===== src/rtl/cp0_ex_ctrl_pkg.sv =====
// Shared constants and types for the CP0 exception sequencer: excodes,
// exception vector, FSM state encodings and the selected-request record.
package cp0_ex_ctrl_pkg;

    // Exception codes understood by CP0
    localparam logic [4:0] EXC_ADEL = 5'd4;
    localparam logic [4:0] EXC_ADES = 5'd5;
    localparam logic [4:0] EXC_SYS  = 5'd8;
    localparam logic [4:0] EXC_BP   = 5'd9;
    localparam logic [4:0] EXC_RI   = 5'd10;
    localparam logic [4:0] EXC_OV   = 5'd12;

    // Exception entry PC with BEV=1
    localparam logic [31:0] EX_VECTOR_DEFAULT = 32'hBFC0_0380;

    // Sequencer states
    localparam logic [1:0] ST_IDLE     = 2'd0;
    localparam logic [1:0] ST_FLUSH    = 2'd1;
    localparam logic [1:0] ST_REDIRECT = 2'd2;

    // One stage's exception request after selection
    typedef struct packed {
        logic        hit;
        logic [4:0]  excode;
        logic        bd;
        logic [31:0] pc;
        logic [31:0] badvaddr;
    } ex_req_t;

    // A stage only requests an exception when it is valid and carries a real excode
    function automatic logic stage_has_req(input logic valid, input logic [4:0] code);
        return valid && (code != 5'd0);
    endfunction

endpackage


===== src/rtl/ex_prio_sel.sv =====
// Combinational fixed-priority selector over the four pipeline stages.
// Stage 3 (MEM) is the oldest and wins, then EX, ID and finally IF.
module ex_prio_sel
    import cp0_ex_ctrl_pkg::*;
(
    input  logic [3:0]   i_valid,
    input  logic [19:0]  i_excode,
    input  logic [3:0]   i_bd,
    input  logic [127:0] i_pc,
    input  logic [127:0] i_badvaddr,
    output logic         o_hit,
    output logic [4:0]   o_excode,
    output logic         o_bd,
    output logic [31:0]  o_pc,
    output logic [31:0]  o_badvaddr
);

    ex_req_t w_sel;

    // Walk youngest to oldest so the oldest live stage overwrites the others
    always_comb begin
        w_sel = '0;
        for (int i = 0; i < 4; i++) begin
            if (stage_has_req(i_valid[i], i_excode[5*i +: 5])) begin
                w_sel.hit      = 1'b1;
                w_sel.excode   = i_excode[5*i +: 5];
                w_sel.bd       = i_bd[i];
                w_sel.pc       = i_pc[32*i +: 32];
                w_sel.badvaddr = i_badvaddr[32*i +: 32];
            end
        end
    end

    assign o_hit      = w_sel.hit;
    assign o_excode   = w_sel.excode;
    assign o_bd       = w_sel.bd;
    assign o_pc       = w_sel.pc;
    assign o_badvaddr = w_sel.badvaddr;

endmodule


===== src/rtl/cp0_ex_ctrl.sv =====
// Exception sequencer in front of CP0. Picks the oldest exception or ERET,
// issues a one-cycle CP0 update, flushes the pipeline for FLUSH_CYCLES
// cycles and then offers the redirect PC to fetch over valid/ready.
module cp0_ex_ctrl
    import cp0_ex_ctrl_pkg::*;
#(
    parameter logic [31:0] EX_VECTOR    = EX_VECTOR_DEFAULT,
    parameter int unsigned FLUSH_CYCLES = 2
) (
    input  logic         clk,
    input  logic         reset,
    input  logic [3:0]   req_valid,
    input  logic [19:0]  req_excode,
    input  logic [3:0]   req_bd,
    input  logic [127:0] req_pc,
    input  logic [127:0] req_badvaddr,
    input  logic         mem_eret,
    input  logic [31:0]  cp0_epc,
    output logic [4:0]   cp0_ex_code,
    output logic         cp0_bd,
    output logic [31:0]  cp0_ex_pc,
    output logic [31:0]  cp0_badvaddr,
    output logic         cp0_eret,
    output logic         flush,
    output logic         redirect_valid,
    output logic [31:0]  redirect_pc,
    input  logic         redirect_ready,
    output logic         busy
);

    localparam logic [3:0] LP_CNT_INIT = 4'(FLUSH_CYCLES - 1);

    logic [1:0]  r_state;
    logic [3:0]  r_cnt;
    logic        r_first;
    logic        r_isEret;
    logic [4:0]  r_excode;
    logic        r_bd;
    logic [31:0] r_pc;
    logic [31:0] r_badvaddr;
    logic [31:0] r_target;

    logic        w_selHit;
    logic [4:0]  w_selExcode;
    logic        w_selBd;
    logic [31:0] w_selPc;
    logic [31:0] w_selBadvaddr;
    logic        w_memHit;
    logic        w_takeExc;
    logic        w_takeEret;

    ex_prio_sel u_prio_sel (
        .i_valid    (req_valid),
        .i_excode   (req_excode),
        .i_bd       (req_bd),
        .i_pc       (req_pc),
        .i_badvaddr (req_badvaddr),
        .o_hit      (w_selHit),
        .o_excode   (w_selExcode),
        .o_bd       (w_selBd),
        .o_pc       (w_selPc),
        .o_badvaddr (w_selBadvaddr)
    );

    // A MEM exception beats ERET; ERET beats younger stages since they are wrong-path
    always_comb begin
        w_memHit   = stage_has_req(req_valid[3], req_excode[19:15]);
        w_takeExc  = w_selHit && (w_memHit || !mem_eret);
        w_takeEret = mem_eret && !w_takeExc;
    end

    // State machine, flush counter and latched event fields
    always_ff @(posedge clk) begin
        if (reset) begin
            r_state    <= ST_IDLE;
            r_cnt      <= '0;
            r_first    <= 1'b0;
            r_isEret   <= 1'b0;
            r_excode   <= '0;
            r_bd       <= 1'b0;
            r_pc       <= '0;
            r_badvaddr <= '0;
            r_target   <= '0;
        end else begin
            case (r_state)
                ST_IDLE: begin
                    if (w_takeExc || w_takeEret) begin
                        r_state    <= ST_FLUSH;
                        r_cnt      <= LP_CNT_INIT;
                        r_first    <= 1'b1;
                        r_isEret   <= w_takeEret;
                        r_excode   <= w_takeExc ? w_selExcode   : 5'd0;
                        r_bd       <= w_takeExc ? w_selBd       : 1'b0;
                        r_pc       <= w_takeExc ? w_selPc       : 32'd0;
                        r_badvaddr <= w_takeExc ? w_selBadvaddr : 32'd0;
                        r_target   <= w_takeExc ? EX_VECTOR     : cp0_epc;
                    end
                end
                ST_FLUSH: begin
                    r_first <= 1'b0;
                    if (r_cnt == 4'd0) begin
                        r_state <= ST_REDIRECT;
                    end else begin
                        r_cnt <= r_cnt - 4'd1;
                    end
                end
                ST_REDIRECT: begin
                    if (redirect_ready) begin
                        r_state <= ST_IDLE;
                    end
                end
                default: r_state <= ST_IDLE;
            endcase
        end
    end

    // CP0 update only in the first flush cycle; redirect offered only in REDIRECT
    always_comb begin
        cp0_ex_code    = 5'd0;
        cp0_bd         = 1'b0;
        cp0_ex_pc      = 32'd0;
        cp0_badvaddr   = 32'd0;
        cp0_eret       = 1'b0;
        flush          = (r_state == ST_FLUSH);
        redirect_valid = (r_state == ST_REDIRECT);
        redirect_pc    = 32'd0;
        busy           = (r_state != ST_IDLE);
        if (r_state == ST_FLUSH && r_first) begin
            if (r_isEret) begin
                cp0_eret = 1'b1;
            end else begin
                cp0_ex_code  = r_excode;
                cp0_bd       = r_bd;
                cp0_ex_pc    = r_pc;
                cp0_badvaddr = r_badvaddr;
            end
        end
        if (r_state == ST_REDIRECT) begin
            redirect_pc = r_target;
        end
    end

endmodule

===== config.mk =====
export PLATFORM = sky130hd
export DESIGN_NAME = cp0_ex_ctrl
export DESIGN_NICKNAME = d
export VERILOG_FILES = /design/src/rtl/cp0_ex_ctrl_pkg.sv /design/src/rtl/ex_prio_sel.sv /design/src/rtl/cp0_ex_ctrl.sv
export SDC_FILE = /design/constraint.sdc
export NUM_CORES = 1
export LEC_CHECK = 0
export BUFFER_PORTS_ARGS = -buffer_cell sky130_fd_sc_hd__buf_2
export CORE_AREA = 2 2 164 166
export DETAILED_ROUTE_END_ITERATION = 16
export DIE_AREA = 0 0 166 168
export SLEW_MARGIN = 20
export SYNTH_ARGS = -nofsm -noshare
export SYNTH_HDL_FRONTEND = slang
export SYNTH_SLANG_ARGS = --single-unit

===== constraint.sdc =====
create_clock -name clk -period 5.3 [get_ports clk]
set_input_delay 0.53 -clock clk [delete_from_list [all_inputs] [get_ports clk]]
set_output_delay 0.53 -clock clk [all_outputs]
set_load 0.01 [all_outputs]

==> impl_results.md, run 1 <==
- Status: completed
- Worst path arrival time: roughly 2.7 ns
- Initial antenna violation count: 1
- Most Crowded Layer GR: met2
- Crit Path Max Fanout: 36
- GR Overflow Total: 0
- Wire length per cell: 19.8 um
- Period utilisation layout: 61.3%
- Mapped Cells: 855
- PD cells: ~290 mW/mm^2
- Hold Buf Count CTS: 0
- Post-synthesis mux area share: 0.173%
- Vias in the first global route: 8030
- Number of synthesized flops with an enable pin: 0
- Total core area: 0.0264 sq mm
- MaxCap Viol Count: 0
- Root Buffer: clkbuf_16
- Io pins: 426
- RR Startpoint: r_state[1]
- Syn Nets: about 1200
- Met3 usage: 4.49%
- DRC viols: 0
- Diodes inserted: 0
- Layout overhead on the synthesized area: 41.9%
- Clock sink count: 110
- Synth Area in Adders: 0.383%
- Worst VDD drop: 137 uV
- 1st-iter DRT viols: approximately 650
- Nets: 1545
- Global Route met2 Usage: approximately 36%
- Layout cell share with drive strength beyond 1: slightly below 40%
- Most common cell after layout, fill and taps aside: buf_2
- Startpoint class of the critical path: register
- Largest family of logic cells by synthesized area: compound AO/OA/AOI/OAI gates
- Port Buffers: about 430
- RSZ-0062 raised after global routing: no
- Final hold viol count: 0
- Fin crit period: ~3.2 ns
- Hold EP: r_badvaddr[21]
- Max-slew headroom: a little under a third
- CTS tree: done
- Router iterations before antenna repair: 5
- DPL Wire Length: ~22 mm
- GRT Total Usage: about a fifth
- Later-pin clock latency in the skew report: 0.36 ns
- RR Endpoint: r_badvaddr[15]
- FF-to-FF setup slack: around 2.7 ns
- Largest net degree at the start of global routing: 73
- Simple logic cell fraction of the synthesized area: between 20% and 30%
- Clk slew on worst S/H paths: around 0.090 ns
- Seq cells post-synth: 110
- Rows: 60
- Leak: ~4.3 nW
- Slew @ Worst Pin: 1.04 ns
- Fin. max-slew vios: 0
- Post-synth cell types: between 40 and 50
- Compound-gate portion of the synthesized area: 32.4%
- Met1 Use GR: 27.6%
- Sequential-to-total area share from yosys stat: between 30% and 40%
- Average size of a mapped cell: about 7.6 sq um
- Top FF cell, synth: dfxtp_1
- Antenna Nets Post-Route: 0
- Hold_ws: 0.386 ns
- Mapped Area: roughly 0.0065 sq mm
- Final setup violation count: 0
- Post-cts resize count: 0
- Gpl congestion: about 0.85
- Hold_sp: req_badvaddr[117]
- Vias/cell: 5.27
- Reg2Reg Depth: 7
- Final Skew: slightly below 0.009 ns
- Worst Hold Class: in2reg
- Required time worst endpoint: 4.77 ns
- Htree depth: 3
- Die height: 168 um
- Worst setup EP type: primary output
- Most frequent cells in the layout: 425 x buf_2, 135 x nor2_1, 110 x dfxtp_1, 102 x and2_1, 102 x a21oi_1
- Post-CTS Setup Inserts: 0
- Global-route wire length before repair: 46.8 mm
- Cts bufs inserted: 9
- Crit Path Category: reg2out
- Sum Neg Setup Slack: 0 ns
- Highest clock rate: 308 MHz
- Worst hold stages: 2
- FFs w/ async S/R, synth: 0%
- Xor and xnor area share after synthesis: 0%
- Ys Warns: 0
- Die width: 166 um
- Die ar.: ~0.028 sq mm
- CTS max path bufs: 2
- DR vias: ~8300
- Starting Density: 24.8%
- Post-Route WL: 31.0 mm
where the power goes:
| group | internal (W) | leakage, nW | switching, W |
|---|---|---|---|
| clock | 0.000336 | 0.147 | 0.000378 |
| sequential | 0.000967 | 0.907 | 0.0000755 |
| combinational | 0.000344 | 3.23 | 0.000548 |
| total | 0.00165 | 4.28 | 0.00100 |
Yosys cell counts, types with 2 or more instances:
master | n | area, sq um
nor2_1 | 137 | 514
dfxtp_1 | 110 | 2200
a21oi_1 | 102 | 510
and2_1 | 102 | 638
nand3_1 | 69 | 345
clkbuf_1 | 62 | 233
a211oi_1 | 58 | 435
a221o_1 | 42 | 420
nor3_1 | 33 | 165
a211o_1 | 24 | 210
a22oi_1 | 21 | 158
buf_2 | 17 | 85.1
a211oi_2 | 12 | 150
nand2_1 | 11 | 41.3
inv_1 | 5 | 18.8
buf_1 | 4 | 15.0
o21a_1 | 4 | 30.0
o21ai_0 | 4 | 20.0
or3_1 | 4 | 25.0
buf_4 | 3 | 22.5
or4_1 | 3 | 22.5
a221oi_1 | 2 | 17.5
a22o_1 | 2 | 17.5
ha_1 | 2 | 25.0
nor2b_1 | 2 | 12.5
o21ai_1 | 2 | 10.0
o41ai_1 | 2 | 17.5
how the worst max path moves through the flow:
stage / slack [ns] / cells past startpoint / start / endpoint
after global routing: 1.82 / 7 / r_state[0] / cp0_ex_pc[22]
after global placement: 1.91 / 8 / req_excode[14] / r_badvaddr[0]
after CTS: 2.00 / 7 / r_state[1] / cp0_ex_pc[22]
after floorplan: 2.88 / 7 / req_excode[14] / r_badvaddr[0]
after detailed placement: 1.81 / 8 / req_excode[14] / r_badvaddr[15]
final: 2.05 / 7 / r_state[0] / cp0_ex_pc[22]
routing by layer:
metal / vias up / routed length, um
li1: 3855 / -
met1: 3973 / 13300
met2: 397 / 14900
met3: 43 / 2150
met4: 2 / 701
met5: - / 8
cells by family (layout without fill, tap and decap cells):
logic type                 after synthesis  in the layout
adders and majority gates                2              2
AOI/OAI and AO/OA                      285            285
and+or+nand+nor                        366            366
buffers and inverters                   91            464
DFF                                    110            110
muxes                                    1              1
stage by stage:
stage	total power [W]	utilization [%]	instances	instance area, sq um	setup slack, ns
floorplan	0.00158	-	855	6530	2.88
global placement	0.00193	33.9	1552	8940	1.91
detailed placement	0.00194	33.9	1552	8940	1.81
CTS	0.00267	35.1	1568	9240	2.00
global route	0.00281	35.2	1569	9260	1.82
finish	0.00265	35.2	1569	9260	2.05
worst max-delay path, stage by stage (launching register included):
cell and delay [ns]:
dfxtp_1 0.42, nand2b_1 0.20, inv_1 0.16, nand2_1 0.10
nor2_4 0.59, buf_4 0.45, and2_1 0.25, buf_2 0.16
area by class of cell:
cell class | instances | area (sq um)
Multi-Input combinational cell | 654 | 4040
Inverter | 5 | 18.8
Sequential cell | 110 | 2200
Clock inverter | 7 | 73.8
Tap cell | 341 | 427
Fill cell | 2860 | 17100
Clock buffer | 9 | 225
Timing Repair Buffer | 443 | 2270
flip-flops by register name (all words and copies together), names as in the netlist:
register    count
r_first         1
r_pc           32
r_target       32
r_badvaddr     32
r_isEret        1
r_excode        5
r_cnt           4
r_bd            1
r_state         2
Note: power is estimated with default switching activity, not from simulation.
==> run 2, diff against run 1 <==
ABC_AREA = 1   (was not set)
CORE_AREA = 2 2 166 168   (was 2 2 164 166)
DIE_AREA = 0 0 168 170   (was 0 0 166 168)
clock period = 3 ns   (was 5.3 ns; I/O delays follow)
==> impl_results.md, run 2 <==
- FFs w/ async S/R, synth: 0% (unchanged)
- Vias/cell: 4.84 (was 5.27)
- Total core area: 0.0267 sq mm (was 0.0264 sq mm)
- MaxCap Viol Count: 0 (unchanged)
- Die height: 170 um (was 168 um)
- Seq cells post-synth: 110 (unchanged)
- Starting Density: 30.9% (was 24.8%)
- Fin util: 40.6% (was 35.2%)
- Cts bufs inserted: 9 (unchanged)
- Clk slew on worst S/H paths: 0.07 ns (was 0.09 ns)
- Wire length per cell: 15.7 um (was 19.8 um)
- Rows: 60 (unchanged)
- Crit Path Max Fanout: 24 (was 36)
- Worst VDD drop: 235 uV (was 137 uV)
- Largest net degree at the start of global routing: 133 (was 73)
- Max-slew headroom: 30.9% (was 30.7%)
- Mapped Area: 0.00823 sq mm (was 0.00653 sq mm)
- Sum Neg Setup Slack: 0 ns (unchanged)
- Final setup violation count: 0 (unchanged)
- Highest clock rate: 393 MHz
- RSZ-0062 raised after global routing: no (unchanged)
- Antenna Nets Post-Route: 0 (unchanged)
- DR vias: 10604 (was 8270)
- Die width: 168 um (was 166 um)
- Nets: 2163 (was 1545)
- Syn Nets: 1826 (was 1177)
- CTS tree: done (unchanged)
- Most frequent cells in the layout: 493 x nand2_1, 425 x buf_2, 252 x nor2_1, 148 x nand3_1, 112 x inv_1 (was 425 x buf_2, 135 x nor2_1, 110 x dfxtp_1, 102 x and2_1, 102 x a21oi_1)
- Worst path arrival time: 2.25 ns (was 2.72 ns)
- Io pins: 426 (unchanged)
- Ranking of synthesized cells by area: dfxtp_1 27%, nand2_1 23%, nor2_1 11%, nand3_1 9.1%, inv_1 5.2% (was dfxtp_1 34%, and2_1 9.8%, nor2_1 7.9%, a21oi_1 7.8%, a211oi_1 6.7%)
- Required time worst endpoint: 2.70 ns (was 4.77 ns)
- Global-route wire length before repair: 52.5 mm (was 46.8 mm)
- Period utilisation layout: 84.9%
- Post-route cell area: 0.0108 sq mm (was 0.00926 sq mm)
- Top-count cell post-synth: nand2_1 (was nor2_1)
- DRC viols: 0 (unchanged)
- Root Buffer: clkbuf_16 (unchanged)
- Post-synth top cells: 495 x nand2_1, 252 x nor2_1, 149 x nand3_1 (was 137 x nor2_1, 110 x dfxtp_1, 102 x a21oi_1, 102 x and2_1, 69 x nand3_1)
- Synth area leader: dfxtp_1 (unchanged)
- Gpl congestion: 0.963 (was 0.847)
- Die ar.: 0.0286 sq mm (was 0.0279 sq mm)
- Post-Route WL: 34.4 mm (was 31.0 mm)
- Layout cell share with drive strength beyond 1: 27.0% (was 39.7%)
- Crit Path Category: reg2out (unchanged)
- Port Buffers: 425 (unchanged)
- Status: completed (unchanged)
- Mapped Cells: 1504 (was 855)
- Final Non-Filler Cells: 2189 (was 1569)
- Worst Hold Class: in2reg (unchanged)
- Top cell type's share of synthesized area: 26.8% (was 33.7%)
- Hold_ws: 0.208 ns (was 0.386 ns)
- Fin. max-slew vios: 0 (unchanged)
- Ys Warns: 0 (unchanged)
- DPL Wire Length: 25.3 mm (was 22.4 mm)
- Post-synth cell types: 23 (was 43)
- GR Overflow Total: 0 (unchanged)
- 1st-iter DRT viols: 630 (was 645)
- Layout overhead on the synthesized area: 31.3% (was 41.9%)
- CTS max path bufs: 2 (unchanged)
- Area of the multi-input gates: 0.00504 sq mm (was 0.00404 sq mm)
- PD cells: 490 mW/mm^2 (was 286 mW/mm^2)
- Final Skew: 0.00941 ns (was 0.00887 ns)
- Clock sink count: 110 (unchanged)
- Area taken by flip-flops and latches: 0.00220 sq mm (unchanged)
- Worst setup EP type: primary output (unchanged)
- Top flop regs: r_badvaddr: 32 flops, r_pc: 32 flops, r_target: 32 flops (unchanged)
- Final hold viol count: 0 (unchanged)
- Startpoint class of the critical path: register (unchanged)
- Hold Buf Count CTS: 0 (unchanged)
- GRT Total Usage: 23.1% (was 21.3%)
- Post-cts resize count: 0 (unchanged)
- Post-CTS Setup Inserts: 0 (unchanged)
- Top FF cell, synth: dfxtp_1 (unchanged)
- Leak: 5.99 nW (was 4.28 nW)
- Number of synthesized flops with an enable pin: 0 (unchanged)
- Placed cell areas: 0.0105 sq mm (was 0.00894 sq mm)
- Slew @ Worst Pin: 1.04 ns (about the same)
- Fillers: 3066 (was 2860)
- Initial antenna violation count: 3 (was 1)
- DP Cell Count: 2171 (was 1552)
- Later-pin clock latency in the skew report: 0.36 ns (about the same)
- Fin crit period: 2.55 ns
- Average size of a mapped cell: 5.47 sq um (was 7.63 sq um)
- Router iterations before antenna repair: 6 (was 5)
- Most common cell after layout, fill and taps aside: nand2_1 (was buf_2)
- Sequential-to-total area share from yosys stat: 26.8% (was 33.7%)
- Htree depth: 3 (unchanged)
- Vias in the first global route: 9865 (was 8030)
-- run 2: report_power, final --
| part | internal (W) | switching, W | leakage, nW |
|---|---|---|---|
| logic | 0.000754 | 0.00135 | 4.93 |
| clock network | 0.000665 | 0.000613 | 0.150 |
| registers | 0.00176 | 0.000151 | 0.910 |
| total | 0.00318 | 0.00212 | 5.99 |
-- run 2: per-stage QoR --
stage	total power [W]	setup slack, ns
2_1_floorplan	0.00335	1.44
3_3_place_gp	0.00403	0.619
3_5_place_dp	0.00406	0.569
4_1_cts	0.00536	0.416
5_1_grt	0.00573	0.317
6_report	0.00530	0.453
-- run 2: per-layer routing --
metal  vias to the layer above  GRT usage [%]  part of all wire, %
met5                         -              0                    0
met4                         0           8.24                  3.3
met3                        58           3.65                  6.3
met2                       414           40.4                   48
met1                      4762           28.9                   43
li1                       5370              -                    -
-- run 2: cell families (layout without fill, tap and decap cells) --
logic type                 after synthesis  after routing  synth area share, %
DFF                                    110            110                 26.8
other                                    0              2                    0
buffers and inverters                  239            581                 12.2
adders and majority gates                2              2                0.304
AOI/OAI and AO/OA                      214            214                 14.3
and+or+nand+nor                        939            939                 46.4
-- run 2: cell type report --
class | instances | area share [%]
Sequential cell | 110 | 20.4
Antenna cell | 2 | 0.0463
Multi-Input combinational cell | 1155 | 46.7
Inverter | 119 | 4.16
Clock inverter | 6 | 0.752
Clock buffer | 10 | 2.12
Tap cell | 341 | 3.95
Timing Repair Buffer | 446 | 21.9
-- run 2: worst paths after layout --
| path | startpoint | endpoint | slack (ns) | cells after the start |
|---|---|---|---|---|
| setup / recovery | r_state[0] | cp0_badvaddr[21] | 0.45 | 7 |
| hold / removal | redirect_ready | r_state[1] | 0.21 | 3 |
| setup reg to reg | r_state[0] | r_isEret | 1.16 | 6 |
| hold reg to reg | r_target[29] | r_target[29] | 0.46 | 2 |
-- run 2: worst max-delay path: stages (launching register included) --
cell     delay, ns
dfxtp_1       0.36
inv_1         0.05
nor2_1        0.30
nand2_2       0.34
buf_4         0.31
buf_4         0.23
nor2_1        0.14
buf_2         0.15
